## config.mk

```make
export PLATFORM = sky130hd
export DESIGN_NAME = mux_oht_pipe
export DESIGN_NICKNAME = d
export VERILOG_FILES = /design/src/rtl/mux_pkg.sv /design/src/rtl/mux_oht_base.sv /design/src/rtl/mux_oht_pipe.sv
export SDC_FILE = /design/constraint.sdc
export NUM_CORES = 1
export LEC_CHECK = 0
export BUFFER_PORTS_ARGS = -buffer_cell sky130_fd_sc_hd__clkbuf_2
export CORE_ASPECT_RATIO = 1.5
export CORE_UTILIZATION = 51
export CTS_CLUSTER_SIZE = 24
export DETAILED_ROUTE_END_ITERATION = 12
export HOLD_SLACK_MARGIN = 0.1
export PLACE_DENSITY = 0.8
export SLEW_MARGIN = 40
export SYNTH_ARGS = -nofsm -noshare
export SYNTH_HDL_FRONTEND = slang
export SYNTH_SLANG_ARGS = --single-unit
```

## constraint.sdc

```tcl
create_clock -name clk -period 15.5 [get_ports clk]
set_clock_uncertainty 0.05 [all_clocks]
set_input_delay 0.775 -clock clk [delete_from_list [all_inputs] [get_ports clk]]
set_output_delay 0.775 -clock clk [all_outputs]
set_load 0.02 [all_outputs]
```

## src/rtl/mux_pkg.sv

```systemverilog
// Shared helpers for the one-hot mux tree: integer ceil-log in an arbitrary base
// and the pipeline latency derived from the level register mask.
package mux_pkg;

    function automatic int unsigned clogbase(input int unsigned n, input int unsigned base);
        int unsigned r;
        longint unsigned p;
        r = 0;
        p = 1;
        while (p < longint'(n)) begin
            p = p * longint'(base);
            r = r + 1;
        end
        return r;
    endfunction

    // A single-entry array still needs one node level to produce an output.
    function automatic int unsigned tree_levels(input int unsigned n, input int unsigned base);
        int unsigned l;
        l = clogbase(n, base);
        return (l == 0) ? 1 : l;
    endfunction

    function automatic int unsigned pipe_cnt(input logic [31:0] pipe);
        return $countones(pipe);
    endfunction

endpackage

```

## src/rtl/mux_oht_base.sv

```systemverilog
// Single SPLIT-way one-hot mux node: hit is the OR of the hits, data is the OR of
// every input whose hit is set.
module mux_oht_base #(
    parameter type         DAT_T          = logic [8-1:0],
    parameter int unsigned SPLIT          = 2,
    parameter int unsigned IMPLEMENTATION = 0
) (
    input  logic [SPLIT-1:0] hit_i,
    input  DAT_T [SPLIT-1:0] dat_i,
    output logic             hit_o,
    output DAT_T             dat_o
);

    localparam int unsigned DW = $bits(DAT_T);

    assign hit_o = |hit_i;

    if (IMPLEMENTATION == 0) begin : g_cond
        always_comb begin
            dat_o = '0;
            for (int i = 0; i < int'(SPLIT); i++) begin
                if (hit_i[i]) begin
                    dat_o = dat_o | dat_i[i];
                end
            end
        end
    end else begin : g_mask
        // Pure AND-OR form, friendlier to some synthesis flows than the conditional.
        always_comb begin
            dat_o = '0;
            for (int i = 0; i < int'(SPLIT); i++) begin
                dat_o = dat_o | (dat_i[i] & {DW{hit_i[i]}});
            end
        end
    end

endmodule

```

## src/rtl/mux_oht_pipe.sv

```systemverilog
// Pipelined one-hot mux tree with valid/ready flow control. Each tree level may be
// registered; the ready chain runs combinationally back from m_rdy (no skid buffer).
module mux_oht_pipe
    import mux_pkg::*;
#(
    parameter type                                  DAT_T          = logic [8-1:0],
    parameter int unsigned                          WIDTH          = 32,
    parameter int unsigned                          SPLIT          = 2,
    parameter logic [tree_levels(WIDTH, SPLIT)-1:0] PIPE           = '1,
    parameter int unsigned                          IMPLEMENTATION = 0
) (
    input  logic             clk,
    input  logic             rst,
    input  logic             s_vld,
    output logic             s_rdy,
    input  logic [WIDTH-1:0] oht,
    input  DAT_T [WIDTH-1:0] ary,
    output logic             m_vld,
    input  logic             m_rdy,
    output logic             m_hit,
    output DAT_T             m_dat
);

    localparam int unsigned LEVELS = tree_levels(WIDTH, SPLIT);
    localparam int unsigned POWER  = SPLIT ** LEVELS;
    localparam int unsigned DW     = $bits(DAT_T);
    localparam int unsigned PAD_W  = POWER * DW;

    // Zero-extend select and data up to a full SPLIT-ary tree.
    logic [POWER-1:0] pad_hit;
    DAT_T [POWER-1:0] pad_dat;

    assign pad_hit = POWER'(oht);
    assign pad_dat = PAD_W'(ary);

    for (genvar l = 0; l < int'(LEVELS); l++) begin : g_lvl
        localparam int unsigned NODES = POWER / (SPLIT ** (l + 1));

        logic [NODES*SPLIT-1:0] in_hit;
        DAT_T [NODES*SPLIT-1:0] in_dat;
        logic                   in_vld;
        logic [NODES-1:0]       nd_hit;
        DAT_T [NODES-1:0]       nd_dat;
        logic [NODES-1:0]       out_hit;
        DAT_T [NODES-1:0]       out_dat;
        logic                   out_vld;
        logic                   rdy_nxt;
        logic                   rdy_up;

        if (l == 0) begin : g_src
            assign in_hit = pad_hit;
            assign in_dat = pad_dat;
            assign in_vld = s_vld;
        end else begin : g_src
            assign in_hit = g_lvl[l-1].out_hit;
            assign in_dat = g_lvl[l-1].out_dat;
            assign in_vld = g_lvl[l-1].out_vld;
        end

        if (l == int'(LEVELS) - 1) begin : g_snk
            assign rdy_nxt = m_rdy;
        end else begin : g_snk
            assign rdy_nxt = g_lvl[l+1].rdy_up;
        end

        for (genvar n = 0; n < int'(NODES); n++) begin : g_node
            mux_oht_base #(
                .DAT_T          (DAT_T),
                .SPLIT          (SPLIT),
                .IMPLEMENTATION (IMPLEMENTATION)
            ) u_node (
                .hit_i (in_hit[n*SPLIT +: SPLIT]),
                .dat_i (in_dat[n*SPLIT +: SPLIT]),
                .hit_o (nd_hit[n]),
                .dat_o (nd_dat[n])
            );
        end

        if (PIPE[l]) begin : g_reg
            logic             vld_q, vld_d;
            logic [NODES-1:0] hit_q, hit_d;
            DAT_T [NODES-1:0] dat_q, dat_d;
            logic             en;

            // Load whenever empty or the downstream takes the current word.
            always_comb begin
                en    = !vld_q || rdy_nxt;
                vld_d = vld_q;
                hit_d = hit_q;
                dat_d = dat_q;
                if (en) begin
                    vld_d = in_vld;
                    hit_d = nd_hit;
                    dat_d = nd_dat;
                end
            end

            always_ff @(posedge clk or posedge rst) begin
                if (rst) begin
                    vld_q <= 1'b0;
                    hit_q <= '0;
                    dat_q <= '0;
                end else begin
                    vld_q <= vld_d;
                    hit_q <= hit_d;
                    dat_q <= dat_d;
                end
            end

            assign out_vld = vld_q;
            assign out_hit = hit_q;
            assign out_dat = dat_q;
            assign rdy_up  = en;
        end else begin : g_comb
            assign out_vld = in_vld;
            assign out_hit = nd_hit;
            assign out_dat = nd_dat;
            assign rdy_up  = rdy_nxt;
        end
    end

    assign s_rdy = g_lvl[0].rdy_up;
    assign m_vld = g_lvl[LEVELS-1].out_vld;
    assign m_hit = g_lvl[LEVELS-1].out_hit[0];
    assign m_dat = g_lvl[LEVELS-1].out_dat[0];

endmodule
```

After elaboration in Yosys (flattened, before gate mapping)
Index checks and enable logic that the tools add are counted.
- mux-type cells: 62
- bitwise logic cells: 31
- reduce and logical (&&, ||, !) cells: 41
- operators by type and width (kind ; count):
    8-bit 2-to-1 mux ; 62
    8-bit OR ; 31
    2-bit OR reduction ; 31
    1-bit zero test ; 5
    1-bit logical OR ; 5
- flip-flop bits (word level): 284

Depth between registers and ports, before layout
- depth after elaboration: 6
- depth in mapped cells: 6

Modules after synthesis
Synthesis repeated with hierarchy kept, for this count alone.
- cell total of the unflattened synthesis: 1021
- area total of the unflattened synthesis: 13386.6 sq um
- by module, submodules not included (module ; instances ; cells an instance ; area an instance (sq um) ; seq. area each (sq um)):
    mux_oht_pipe ; 1 ; 680 ; 10516.3 ; 7106.8
    mux_oht_base ; 31 ; 11 ; 92.6 ; 0.0

Worst setup path after synthesis
No wires, ideal clock.
- path kind: input -> output
- start: in m_rdy
- end: out s_rdy
- arrival time: 1538 ps
- path slack: 13137 ps
- stages on the path: 4
- path buffers: 2
- path through: and4b_1 nand3_1 buf_4 buf_2
- word-level cells in the longest chain between the ends: 5
- ends and longest elaborated chain (element ; RTL line ; source):
    from (decl) ; mux_oht_pipe.sv:19 ; input logic m_rdy,
    1-bit logical OR (5 in series) ; mux_oht_pipe.sv:87 ; en = !vld_q || rdy_nxt;
    to (decl) ; mux_oht_pipe.sv:15 ; output logic s_rdy,
Every way passes these cells.

Final worst setup path
Ends and elaborated chain as after synthesis.

==> results.json <==
{
  "outcome": "finished, final reports clean",
  "ys_ff_latch": 284,
  "end_kind": "primary output",
  "p_comb_frac": 0.160,
  "yosysTopAreaCell": "dfrtp_1",
  "syn_to_final_growth_pct": 19.2,
  "maxSlewViolCount": 0,
  "drive_above_1_share": 0.271,
  "ys_seq_area_frac": 0.555,
  "clock-sinks": 284,
  "min_period_over_period": 0.255,
  "via_per_inst": 5.67,
  "grt_max_degree": 126,
  "yosys_warnings": 0,
  "cts-htree-levels": 1,
  "p_per_area_nw_per_um2": 133,
  "crit_path_frequent_cell": "clkbuf_2",
  "internal_power_uw": 1480,
  "seqPwrFrac": 0.490,
  "grt_pass1_wl_um": 45700,
  "fp.coreArea_um2": 24500,
  "die_area_um2": 25700,
  "cp-start-kind": "input port",
  "p_sw_uw": 542,
  "hold_violations": 0,
  "max_stage_delay_ns": 0.59,
  "fmaxAchievable_mhz": 253,
  "port_buffers": 302,
  "crit_chain": "clkbuf_2, and4b_4, buf_12, nand3_4, buf_4, clkbuf_2",
  "die_x_um": 131,
  "place.gp.congestion": 0.767,
  "numCtsBuffers": 27,
  "drtAntennaViolNets": 0,
  "wl_per_cell_um": 16.6,
  "synth.most_common_cell": "dfrtp_1",
  "slew_headroom": 0.481,
  "start_util": 0.522,
  "yosys.cell_types.count": 23,
  "num-nets-final": 1635,
  "dp_slack_ns": 11.39,
  "syn_inst": 1119,
  "crit_family": "buffers and inverters",
  "die_h_um": 196,
  "cts_setup_buffers": 0,
  "wl_um": 28000,
  "vias": 9562,
  "tightest_slew_ns": 0.779,
  "syn_area_um2": 12800,
  "worst-path-buf-inv": 4,
  "cap_violations": 0,
  "synthFlopType": "dfrtp_1",
  "ys_top_cells_by_count": "dfrtp_1 (284), a22o_1 (128), mux2_1 (122)",
  "grt_pass1_vias": 9425,
  "peakVddDrop_uv": 101,
  "cts_tree": "done",
  "drt_iter0_drc": 694,
  "holdBufCountCts": 0,
  "fp-row-count": 70,
  "dp_hpwl_um": 19400,
  "crit_required_ns": 14.68,
  "clockPowerShare": 0.349,
  "leakage_uw": 0.00718,
  "gr-usage-all-layers": 0.214,
  "crit_type": "in -> out",
  "overflow": 0,
  "drc": 0,
  "holdCritPathClass": "in -> async",
  "swShare": 0.268,
  "cts-root-buf": "clkbuf_16",
  "setup_ws_ns": 11.54,
  "synth_edf_count": 0,
  "syn_nets": 1411,
  "synth_top_area_frac": 0.555,
  "antenna_found_initial": 0,
  "clk_path_buf_depth": 3,
  "cts.repair.resized": 0,
  "ios": 303,
  "async_flop_share": 1.00,
  "synthTopCellsByArea": "dfrtp_1 (56%), mux2_1 (11%), a22o_1 (8.8%)",
  "slowest_stage": "and4b_4",
  "dr.pass1.iters": 5,
  "synth.avg_cell_area_um2": 11.4,
  "fin_tns_setup_ns": 0,
  "setup_viol": 0,
  "clk_latency_ns": 0.52,
  "period_needed_ns": 3.96,
  "clkTransAtPathRegs_ns": 0.06,
  "critPathMaxFanout": 48,
  "rsz0062_at_grt": "no",
  "arrival_ns": 3.13,
  "antenna_cells": 0
}
-- power by group through the flow --
stage	Clock, µW	Combinational, µW	Sequential (µW)
2_1_floorplan	0	249	957
3_5_place_dp	0	326	1000
5_1_grt	750	366	1010
3_3_place_gp	0	313	995
4_1_cts	721	328	990
6_report	706	324	991
-- registers in the layout, indices dropped and copies added, names as in the netlist --
signal             cells
g_lvl.g_reg.dat_q    240
g_lvl.g_reg.hit_q     30
m_dat                  8
g_lvl.g_reg.vld_q      4
m_hit                  1
m_vld                  1
-- final timing paths --
check	depth (start not counted)	startpoint	endpoint	slack [ns]
worst max register to register	5	m_vld	g_lvl[0].g_reg.dat_q[7]	12.57
min in group clk	2	s_vld	g_lvl[0].g_reg.vld_q	0.43
worst max-delay path	6	m_rdy	s_rdy	11.54
max in group asynchronous	4	rst	g_lvl[0].g_reg.dat_q[19]	13.33
worst min register to register	2	m_dat[2]	m_dat[2]	0.43
worst min-delay path	2	rst	g_lvl[0].g_reg.dat_q[119]	0.28
-- layout make-up --
| type | instances | area, µm² |
|---|---|---|
| fillers | 1975 | 9270 |
| inverters | 17 | 76.3 |
| well taps | 324 | 405 |
| flip-flops and latches | 284 | 7110 |
| repair buffers | 310 | 1590 |
| clock inverters | 9 | 170 |
| multi-input cells | 703 | 5100 |
| clock buffers | 39 | 801 |
-- per-stage QoR --
stage,hold slack [ns],total power [µW],cells,util,area [µm²]
6_report,0.279,2020,1686,0.622,15300
2_1_floorplan,0.377,1210,1119,-,12800
4_1_cts,0.410,2040,1685,0.621,15200
3_5_place_dp,0.412,1330,1637,0.581,14300
3_3_place_gp,0.399,1310,1637,0.581,14200
5_1_grt,0.340,2130,1686,0.622,15300
-- worst register-to-register path: cells and delay by family, from the launching register on --
kind / cells / cell delay, ns
buffers and inverters: 2 / 0.87
flip-flops: 1 / 0.38
multiplexers: 1 / 0.45
AND/OR/NAND/NOR: 2 / 1.05
-- cells in the final DEF, fill, tap and decap left out --
master,n
and4b_4,1
and2_4,1
or2_2,3
a22o_1,128
nor2_1,49
a22oi_1,120
clkbuf_16,27
dfrtp_2,1
clkinv_2,4
nand3_4,1
clkbuf_2,302
mux2_2,6
nand2_1,45
o21ai_0,117
mux2i_1,16
clkbuf_8,8
mux2_1,122
clkbuf_1,4
buf_12,1
inv_1,16
buf_4,5
a21oi_1,18
dfrtp_1,283
clkinv_8,1
nand3b_1,1
nand2b_1,2
bufinv_16,5
buf_6,2
nand3_1,72
nor2b_2,1
-- layer usage --
metal / global-route usage / up-vias / part of all wire
met3: 0.0189 / 59 / 0.039
li1: - / 4579 / -
met4: 0.0749 / 0 / 0.028
met2: 0.375 / 276 / 0.52
met1: 0.280 / 4648 / 0.42
met5: 0 / - / 0
-- cell families after synthesis --
group           after synthesis  synth area share
compound gates              383             0.211
buf+inv                     132            0.0478
flops                       284             0.555
mux                         144             0.125
simple gates                176            0.0609
No activity file was read; power rests on OpenSTA's default activity.
